$ cat src/rtl/match_descriptor_sequencer.sv
// Match descriptor sequencer: streams each scene descriptor followed by the whole
// database to the match core, collects one best-match index per scene and
// writes it to the result port, then optionally pads the result stream.
// Optional feature: define MATCH_DESCRIPTOR_SEQUENCER_PAD_EN to pad the result
// stream with NO_MATCH entries up to a multiple of PAD_BLOCK.
module match_descriptor_sequencer #(
    parameter int DESC_W         = 16,
    parameter int WORDS_PER_DESC = 64,
    parameter int IDX_W          = 12,
    parameter int PAD_BLOCK      = 256
) (
    input  logic              iClk,
    input  logic              iReset,
    input  logic              iStart,
    input  logic [IDX_W-1:0]  iSceneCount,
    input  logic [IDX_W-1:0]  iDatabaseCount,
    input  logic [DESC_W-1:0] iSceneDesc,
    input  logic [DESC_W-1:0] iDatabaseDesc,
    input  logic              iSceneEmpty,
    input  logic              iDatabaseEmpty,
    output logic              oReadScene,
    output logic              oReadDatabase,
    output logic              oRewindDatabase,
    output logic [DESC_W-1:0] oCoreDesc,
    output logic              oCoreValid,
    output logic              oCoreStartScene,
    output logic              oCoreStartDatabase,
    input  logic              iCoreMatchValid,
    input  logic              iCoreMatch,
    input  logic [IDX_W-1:0]  iCoreMatchIndex,
    output logic [IDX_W-1:0]  oResultIndex,
    output logic              oResultWrite,
    output logic              oBusy,
    output logic              oDone
);

    localparam int WORD_W = (WORDS_PER_DESC > 1) ? $clog2(WORDS_PER_DESC) : 1;
    localparam int CNT_W  = IDX_W + 1;
    localparam logic [WORD_W-1:0] LAST_WORD = WORD_W'(WORDS_PER_DESC - 1);
    localparam logic [IDX_W-1:0]  NO_MATCH  = '1;

    typedef enum logic [2:0] {
        IDLE,
        LOAD_SCENE,
        LOAD_DB,
        DRAIN,
        PAD,
        DONE
    } state_t;

    state_t state;
    state_t state_next;

    logic [IDX_W-1:0]  scene_count;
    logic [IDX_W-1:0]  db_count;
    logic [CNT_W-1:0]  scene_idx;
    logic [CNT_W-1:0]  db_idx;
    logic [CNT_W-1:0]  valid_count;
    logic [CNT_W-1:0]  write_count;
    logic [WORD_W-1:0] word_idx;
    logic              have_match;
    logic [IDX_W-1:0]  match_index;

    logic start_ok;
    logic scene_xfer;
    logic db_xfer;
    logic last_word;
    logic last_db;
    logic last_scene;
    logic counting;
    logic result_due;
    logic pad_needed;

    assign start_ok   = iStart && ((state == IDLE) || (state == DONE));
    assign scene_xfer = oReadScene && !iSceneEmpty;
    assign db_xfer    = oReadDatabase && !iDatabaseEmpty;
    assign last_word  = (word_idx == LAST_WORD);
    assign last_db    = ((db_idx + 1'b1) == {1'b0, db_count});
    assign last_scene = ((scene_idx + 1'b1) == {1'b0, scene_count});
    assign counting   = (state == LOAD_SCENE) || (state == LOAD_DB) || (state == DRAIN);
    assign result_due = counting && iCoreMatchValid && ((valid_count + 1'b1) == {1'b0, db_count});

`ifdef MATCH_DESCRIPTOR_SEQUENCER_PAD_EN
    localparam logic [CNT_W-1:0] PAD_MASK = CNT_W'(PAD_BLOCK - 1);
    assign pad_needed = ((write_count & PAD_MASK) != '0);
`else
    assign pad_needed = 1'b0;
`endif

    assign oBusy = (state != IDLE) && (state != DONE);
    assign oDone = (state == DONE);

    // State register; reset wins over everything, including a start request.
    always_ff @(posedge iClk) begin
        if (iReset) state <= IDLE;
        else        state <= state_next;
    end

    // Next-state decode and FIFO read enables (only the FIFO being loaded is read).
    always_comb begin
        state_next    = state;
        oReadScene    = 1'b0;
        oReadDatabase = 1'b0;
        case (state)
            IDLE, DONE: begin
                if (iStart) begin
                    if ((iSceneCount == '0) || (iDatabaseCount == '0)) state_next = PAD;
                    else                                               state_next = LOAD_SCENE;
                end
            end
            LOAD_SCENE: begin
                oReadScene = 1'b1;
                if (scene_xfer && last_word) state_next = LOAD_DB;
            end
            LOAD_DB: begin
                oReadDatabase = 1'b1;
                if (db_xfer && last_word && last_db) state_next = last_scene ? DRAIN : LOAD_SCENE;
            end
            DRAIN: begin
                if (write_count == {1'b0, scene_count}) state_next = PAD;
            end
            PAD: begin
                if (!pad_needed) state_next = DONE;
            end
            default: state_next = IDLE;
        endcase
    end

    // Counters, registered core stream, match tracking and result/pad writes.
    always_ff @(posedge iClk) begin
        if (iReset) begin
            scene_count        <= '0;
            db_count           <= '0;
            scene_idx          <= '0;
            db_idx             <= '0;
            valid_count        <= '0;
            write_count        <= '0;
            word_idx           <= '0;
            have_match         <= 1'b0;
            match_index        <= '0;
            oCoreDesc          <= '0;
            oCoreValid         <= 1'b0;
            oCoreStartScene    <= 1'b0;
            oCoreStartDatabase <= 1'b0;
            oRewindDatabase    <= 1'b0;
            oResultWrite       <= 1'b0;
            oResultIndex       <= NO_MATCH;
        end else begin
            oCoreValid         <= 1'b0;
            oCoreStartScene    <= 1'b0;
            oCoreStartDatabase <= 1'b0;
            oRewindDatabase    <= 1'b0;
            oResultWrite       <= 1'b0;
            oResultIndex       <= NO_MATCH;
            if (start_ok) begin
                scene_count <= iSceneCount;
                db_count    <= iDatabaseCount;
                scene_idx   <= '0;
                db_idx      <= '0;
                valid_count <= '0;
                write_count <= '0;
                word_idx    <= '0;
                have_match  <= 1'b0;
            end else begin
                if (scene_xfer) begin
                    oCoreDesc       <= iSceneDesc;
                    oCoreValid      <= 1'b1;
                    oCoreStartScene <= (word_idx == '0);
                    word_idx        <= word_idx + 1'b1;
                end
                if (db_xfer) begin
                    oCoreDesc          <= iDatabaseDesc;
                    oCoreValid         <= 1'b1;
                    oCoreStartDatabase <= (word_idx == '0);
                    word_idx           <= word_idx + 1'b1;
                    if (last_word) begin
                        if (last_db) begin
                            db_idx <= '0;
                            if (!last_scene) begin
                                scene_idx       <= scene_idx + 1'b1;
                                oRewindDatabase <= 1'b1;
                            end
                        end else begin
                            db_idx <= db_idx + 1'b1;
                        end
                    end
                end
                if (counting && iCoreMatchValid) begin
                    if (result_due) begin
                        oResultWrite <= 1'b1;
                        if (iCoreMatch)      oResultIndex <= iCoreMatchIndex;
                        else if (have_match) oResultIndex <= match_index;
                        else                 oResultIndex <= NO_MATCH;
                        write_count <= write_count + 1'b1;
                        valid_count <= '0;
                        have_match  <= 1'b0;
                    end else begin
                        valid_count <= valid_count + 1'b1;
                        if (iCoreMatch) begin
                            have_match  <= 1'b1;
                            match_index <= iCoreMatchIndex;
                        end
                    end
                end
                if ((state == PAD) && pad_needed) begin
                    oResultWrite <= 1'b1;
                    write_count  <= write_count + 1'b1;
                end
            end
        end
    end

endmodule

$ cat config.mk
export PLATFORM = sky130hd
export DESIGN_NAME = match_descriptor_sequencer
export DESIGN_NICKNAME = d
export VERILOG_FILES = /design/src/rtl/match_descriptor_sequencer.sv
export SDC_FILE = /design/constraint.sdc
export NUM_CORES = 1
export LEC_CHECK = 0
export BUFFER_PORTS_ARGS = -buffer_cell sky130_fd_sc_hd__buf_2
export CORE_MARGIN = 10
export CORE_UTILIZATION = 50
export CTS_BUF_LIST = sky130_fd_sc_hd__clkbuf_4
export DETAILED_ROUTE_END_ITERATION = 10
export PLACE_DENSITY = 0.75
export SYNTH_ARGS = -nofsm -noshare
export SYNTH_HDL_FRONTEND = slang
export SYNTH_SLANG_ARGS = --single-unit
$ cat constraint.sdc
create_clock -name iClk -period 4.1 [get_ports iClk]
set_clock_uncertainty 0.15 [all_clocks]
set_input_delay 0.615 -clock iClk [delete_from_list [all_inputs] [get_ports iClk]]
set_output_delay 0.615 -clock iClk [all_outputs]
set_load 0.02 [all_outputs]
# Word level (Yosys, flattened, before mapping)
# Cells that the tools add are included.
# totals
regBits	131
input_bits	75
out_inout_bits	37
elab_cells	104
# classes
n_addsub	5
eq_ne	15
muxes	23
bitwise_logic	8
reduce_logical	36
# op_table
cell	n
adder 13 x 1 -> 13 bit (second input constant)	4
== test 13 x 12 -> 1 bit	4
two-way mux 16 bit	2
two-way mux 13 bit	2
zero test 12 bit	2
two-way mux 12 bit	2
two-way mux 3 bit	5
one-hot mux 3 bit (5 select lines)	1
two-way mux 6 bit	2
AND reduction 4 bit	3
logical AND 1 bit	9
OR reduction 3 bit	3
two-way mux 1 bit	8
inverter 1 bit	8
AND reduction 2 bit	4
adder 6 x 1 -> 6 bit (second input constant)	1
== test 3 x 2 -> 1 bit (second input constant)	2
== test 3 bit (second input constant)	2
== test 6 bit (second input constant)	1
zero test 6 bit	1
inequality test 2 x 1 -> 1 bit (second input constant)	3
OR reduction 5 bit	1
logical OR 1 bit	4
nonzero test 2 bit	2
other kinds (9)	11

# Depth between registers and ports, before layout
# logic_depth
word_depth	7
mapped_depth	11
ltp_nobuf	8

# Worst setup path after synthesis
# Ideal clock, no wire load.
# synth_timing
path_kind	register to register
startpoint	register db_idx[0]
endpoint	register state[1]
setup_ps	116
t_arrival_ps	2788
required_ps	3834
path_slack_ps	1046
stages_incl_launch_ff	10
n_path_buf	1
synth_period_minus_slack_ps	3054
path_cell_list	dfxtp_1 -> ha_1 -> buf_2 -> nand4_1 -> or4_1 -> xor2_1 -> nand4_1 -> or3_4 -> or3_2 -> a31o_2
# synth_via
elab_chain_cells	5
# synth_lines
item	line_no	text
start, declared	57	logic [CNT_W-1:0] db_idx;
start signal, assigned	184	db_idx <= db_idx + 1'b1;
adder 13 x 1 -> 13 bit	78	assign last_db = ((db_idx + 1'b1) == {1'b0, db_count});
== test 13 x 12 -> 1 bit	78	
logical AND 1 bit	117	if (db_xfer && last_word && last_db) state_next = last_scene ? DRAIN : LOAD_SCENE;
inequality test 2 x 1 -> 1 bit (no line)	-	
AND reduction 4 bit (no line)	-	
end signal, assigned	96	else state <= state_next;
end, declared	51	state_t state;
# No other way between the ends.
# A chain may end at the register's enable or synchronous reset.

# Worst setup path after layout
# Same ends and word-level chain as after synthesis.

==> impl_metrics.json <==
{
  "fp.dieArea_um2": 20010,
  "worstPathArrival_ns": 3.69,
  "clock.fmax_mhz": 295.3,
  "required_ns": 4.41,
  "dp_hpwl_mm": 13.55,
  "routed.top_layer": "met4",
  "syn_inst": 906,
  "synth_edf_count": 0,
  "die-height_um": 141.5,
  "grt.overflow.total": 0,
  "cts_hold_repair.buffers": 0,
  "r2r-start": "db_idx[0]",
  "start_util_pct": 50.95,
  "antenna_found_initial": 1,
  "totalWireLength_mm": 19.20,
  "finalHoldViolCount": 0,
  "crit_path_end_kind": "flip-flop",
  "path_class": "flip-flop to flip-flop",
  "outcome": "finished clean",
  "netlist_area_um2": 7377,
  "post_cts_resized": 0,
  "critPathMaxFanout": 13,
  "grt_max_degree": 80,
  "report.final.slew_viol_count": 0,
  "setup_tns_ns": 0,
  "final_util_pct": 56.78,
  "cts_htree_levels": 4,
  "r2r_cells": 8,
  "cts_tree": "yes",
  "relSlewSlack_pct": 34.89,
  "r2r_end": "state[1]",
  "layout_common_cells": "dfxtp_1 (131), buf_2 (111), nand2_1 (93), nor2_1 (70), mux2i_1 (50)",
  "final_common_cell": "dfxtp_1",
  "gp_congestion": 0.9406,
  "crit_buf_inv": 0,
  "clockBufferDepth": 2,
  "yosysSeqAreaShare_pct": 35.55,
  "slowest_stage": "or4_1",
  "drive_gt1_share_pct": 16.84,
  "wl_met2_mm": 9.195,
  "cts_buffers": 17,
  "clkSinkCount": 131,
  "fin_ws_ns": 0.7132,
  "clock_power_share_pct": 23.0,
  "seqPwrFrac_pct": 43.7,
  "cpMostUsedCell": "nand4_1",
  "synth_fp_nets": 987,
  "postSynth.asyncResetShare_pct": 0,
  "leakagePower_nw": 3.062,
  "grt_pass1_wl_mm": 31.55,
  "ir_drop_mv": 0.3828,
  "dr_total_vias": 6808,
  "r2r_slack_ns": 0.71,
  "startpoint_type": "flip-flop",
  "nets": 1057,
  "pwr-share-comb_pct": 33.3,
  "crit_end": "state[1]",
  "drtAntennaViolNets": 0,
  "crit_start": "db_idx[0]",
  "worstSkewPairLatency_ns": 0.56,
  "fin_crit_ns": 3.387,
  "core_area_um2": 14480,
  "critPathMaxStageDelay_ns": 0.54,
  "wl_met1_mm": 8.519,
  "clk_pin_slew_ns": 0.11,
  "p_int_w": 0.002248,
  "swShare_pct": 37.06,
  "ys_types": 67,
  "cp.depth": 8,
  "maxCapViolCount": 0,
  "finalSetupViolations": 0,
  "die_w_um": 141.5,
  "synth_seq_cells": 131,
  "port_buffers": 111,
  "fin_crit_sh_pct": 82.61,
  "area_growth_pct": 11.43,
  "p_switching_w": 0.001324,
  "tightest_slew_ns": 0.9767,
  "grtUsageTotal_pct": 18.84,
  "drtPass1Iterations": 5,
  "yosysWarnings": 0,
  "cts_setup_buffers": 0,
  "synth_area_per_cell_um2": 8.142,
  "ys.flop_type": "dfxtp_1",
  "grt_pass1_vias": 6368,
  "cts_root_buffer": "clkbuf_4",
  "route.detailed.drc": 0,
  "io_pins": 112,
  "path_cells": "ha_1, nand4_1, or4_1, xor2_1, nand4_1, or3_4, or3_2, a31o_2",
  "dpl_worst_slack_ns": 0.7634,
  "p_per_area_nw_per_um2": 434.5,
  "wl_met3_mm": 1.016,
  "rsz0062_at_grt": "no",
  "num_rows": 44,
  "power.total_w": 0.003572,
  "routed_via_density": 5.814,
  "drtIter0Drc": 548,
  "hp-class": "primary input to flip-flop",
  "crit_family": "simple AND/OR/NAND/NOR gates",
  "avgRoutedWirePerCell_um": 16.40
}
[synth_stat cells, types with 17 or more instances]
| library cell | instances | share of area, % |
|---|---|---|
| nand2b_1 | 31 | 2.6 |
| nor2_1 | 72 | 3.7 |
| mux2i_1 | 50 | 6.8 |
| nor3_1 | 28 | 1.9 |
| nand4_1 | 23 | 2.0 |
| a311oi_1 | 17 | 2.0 |
| xor2_1 | 29 | 3.4 |
| xnor2_1 | 32 | 3.8 |
| nor2b_1 | 17 | 1.4 |
| or3_1 | 22 | 1.9 |
| a21oi_1 | 36 | 2.4 |
| o21ai_0 | 37 | 2.5 |
| nand2_1 | 93 | 4.7 |
| nand3_1 | 28 | 1.9 |
| nor4_1 | 24 | 2.0 |
| clkbuf_1 | 54 | 2.7 |
| dfxtp_1 | 131 | 36 |
| nor3b_1 | 21 | 2.1 |
[area by class of cell]
type	instances	area, um^2
antenna	1	2.502
clock buffer	21	157.7
clock inverter	8	88.84
fill	1379	6259
inverter	11	41.29
multi-input combinational	690	4417
sequential	131	2623
tap	184	230.2
timing repair buffer	125	660.6
[metrics by stage]
stage / instances / hold WS [ns] / area, um^2
floorplan: 906 / 0.2991 / 7377
global placement: 1141 / 0.3077 / 7971
detailed placement: 1141 / 0.3154 / 7971
CTS: 1170 / 0.06348 / 8218
global route: 1171 / 0.08161 / 8220
finish: 1171 / 0.09697 / 8220
[logic make-up (layout without fill, tap and decap cells)]
| logic type | after synthesis | after routing | synth area share (%) |
|---|---|---|---|
| AOI/OAI and AO/OA | 151 | 151 | 13.60 |
| buffers and inverters | 85 | 165 | 4.766 |
| xor gates and xnor gates | 61 | 61 | 7.242 |
| and+or+nand+nor | 422 | 422 | 31.04 |
| adders and majority gates | 6 | 6 | 1.018 |
| DFF | 131 | 131 | 35.55 |
| other | 0 | 1 | 0 |
| muxes | 50 | 50 | 6.784 |
[registers in the layout (all words and copies together) (netlist names)]
name                cells
db_count               12
db_idx                 13
have_match              1
match_index            12
oCoreDesc              16
oCoreStartDatabase      1
oCoreStartScene         1
oCoreValid              1
oResultIndex           12
oResultWrite            1
oRewindDatabase         1
scene_count            12
scene_idx              13
state                   3
valid_count            13
word_idx                6
write_count            13
[worst min path at each step]
stage | from | to | slack [ns] | cells after the start
after global placement | match_index[11] | match_index[11] | 0.31 | 2
after CTS | iSceneEmpty | oCoreStartScene | 0.06 | 2
after detailed placement | match_index[10] | match_index[10] | 0.32 | 2
after floorplan | match_index[0] | match_index[0] | 0.30 | 2
after global routing | iSceneEmpty | oCoreStartScene | 0.08 | 2
final | iSceneEmpty | oCoreStartScene | 0.1 | 2
[power by group through the flow]
stage | clock, W | combinational [W] | sequential, W
finish | 0.000822 | 0.00119 | 0.00156
global route | 0.000893 | 0.00131 | 0.00158
CTS | 0.000842 | 0.00119 | 0.00156
detailed placement | 0 | 0.00119 | 0.00159
global placement | 0 | 0.00117 | 0.00158
floorplan | 0 | 0.000835 | 0.00160
[metal layers]
metal	global-route usage, %	vias to the layer above
met5	0	-
met4	7.208	0
met3	4.973	33
met2	31.11	174
met1	22.92	3188
li1	-	3413
(Power assumes the default switching activity.)
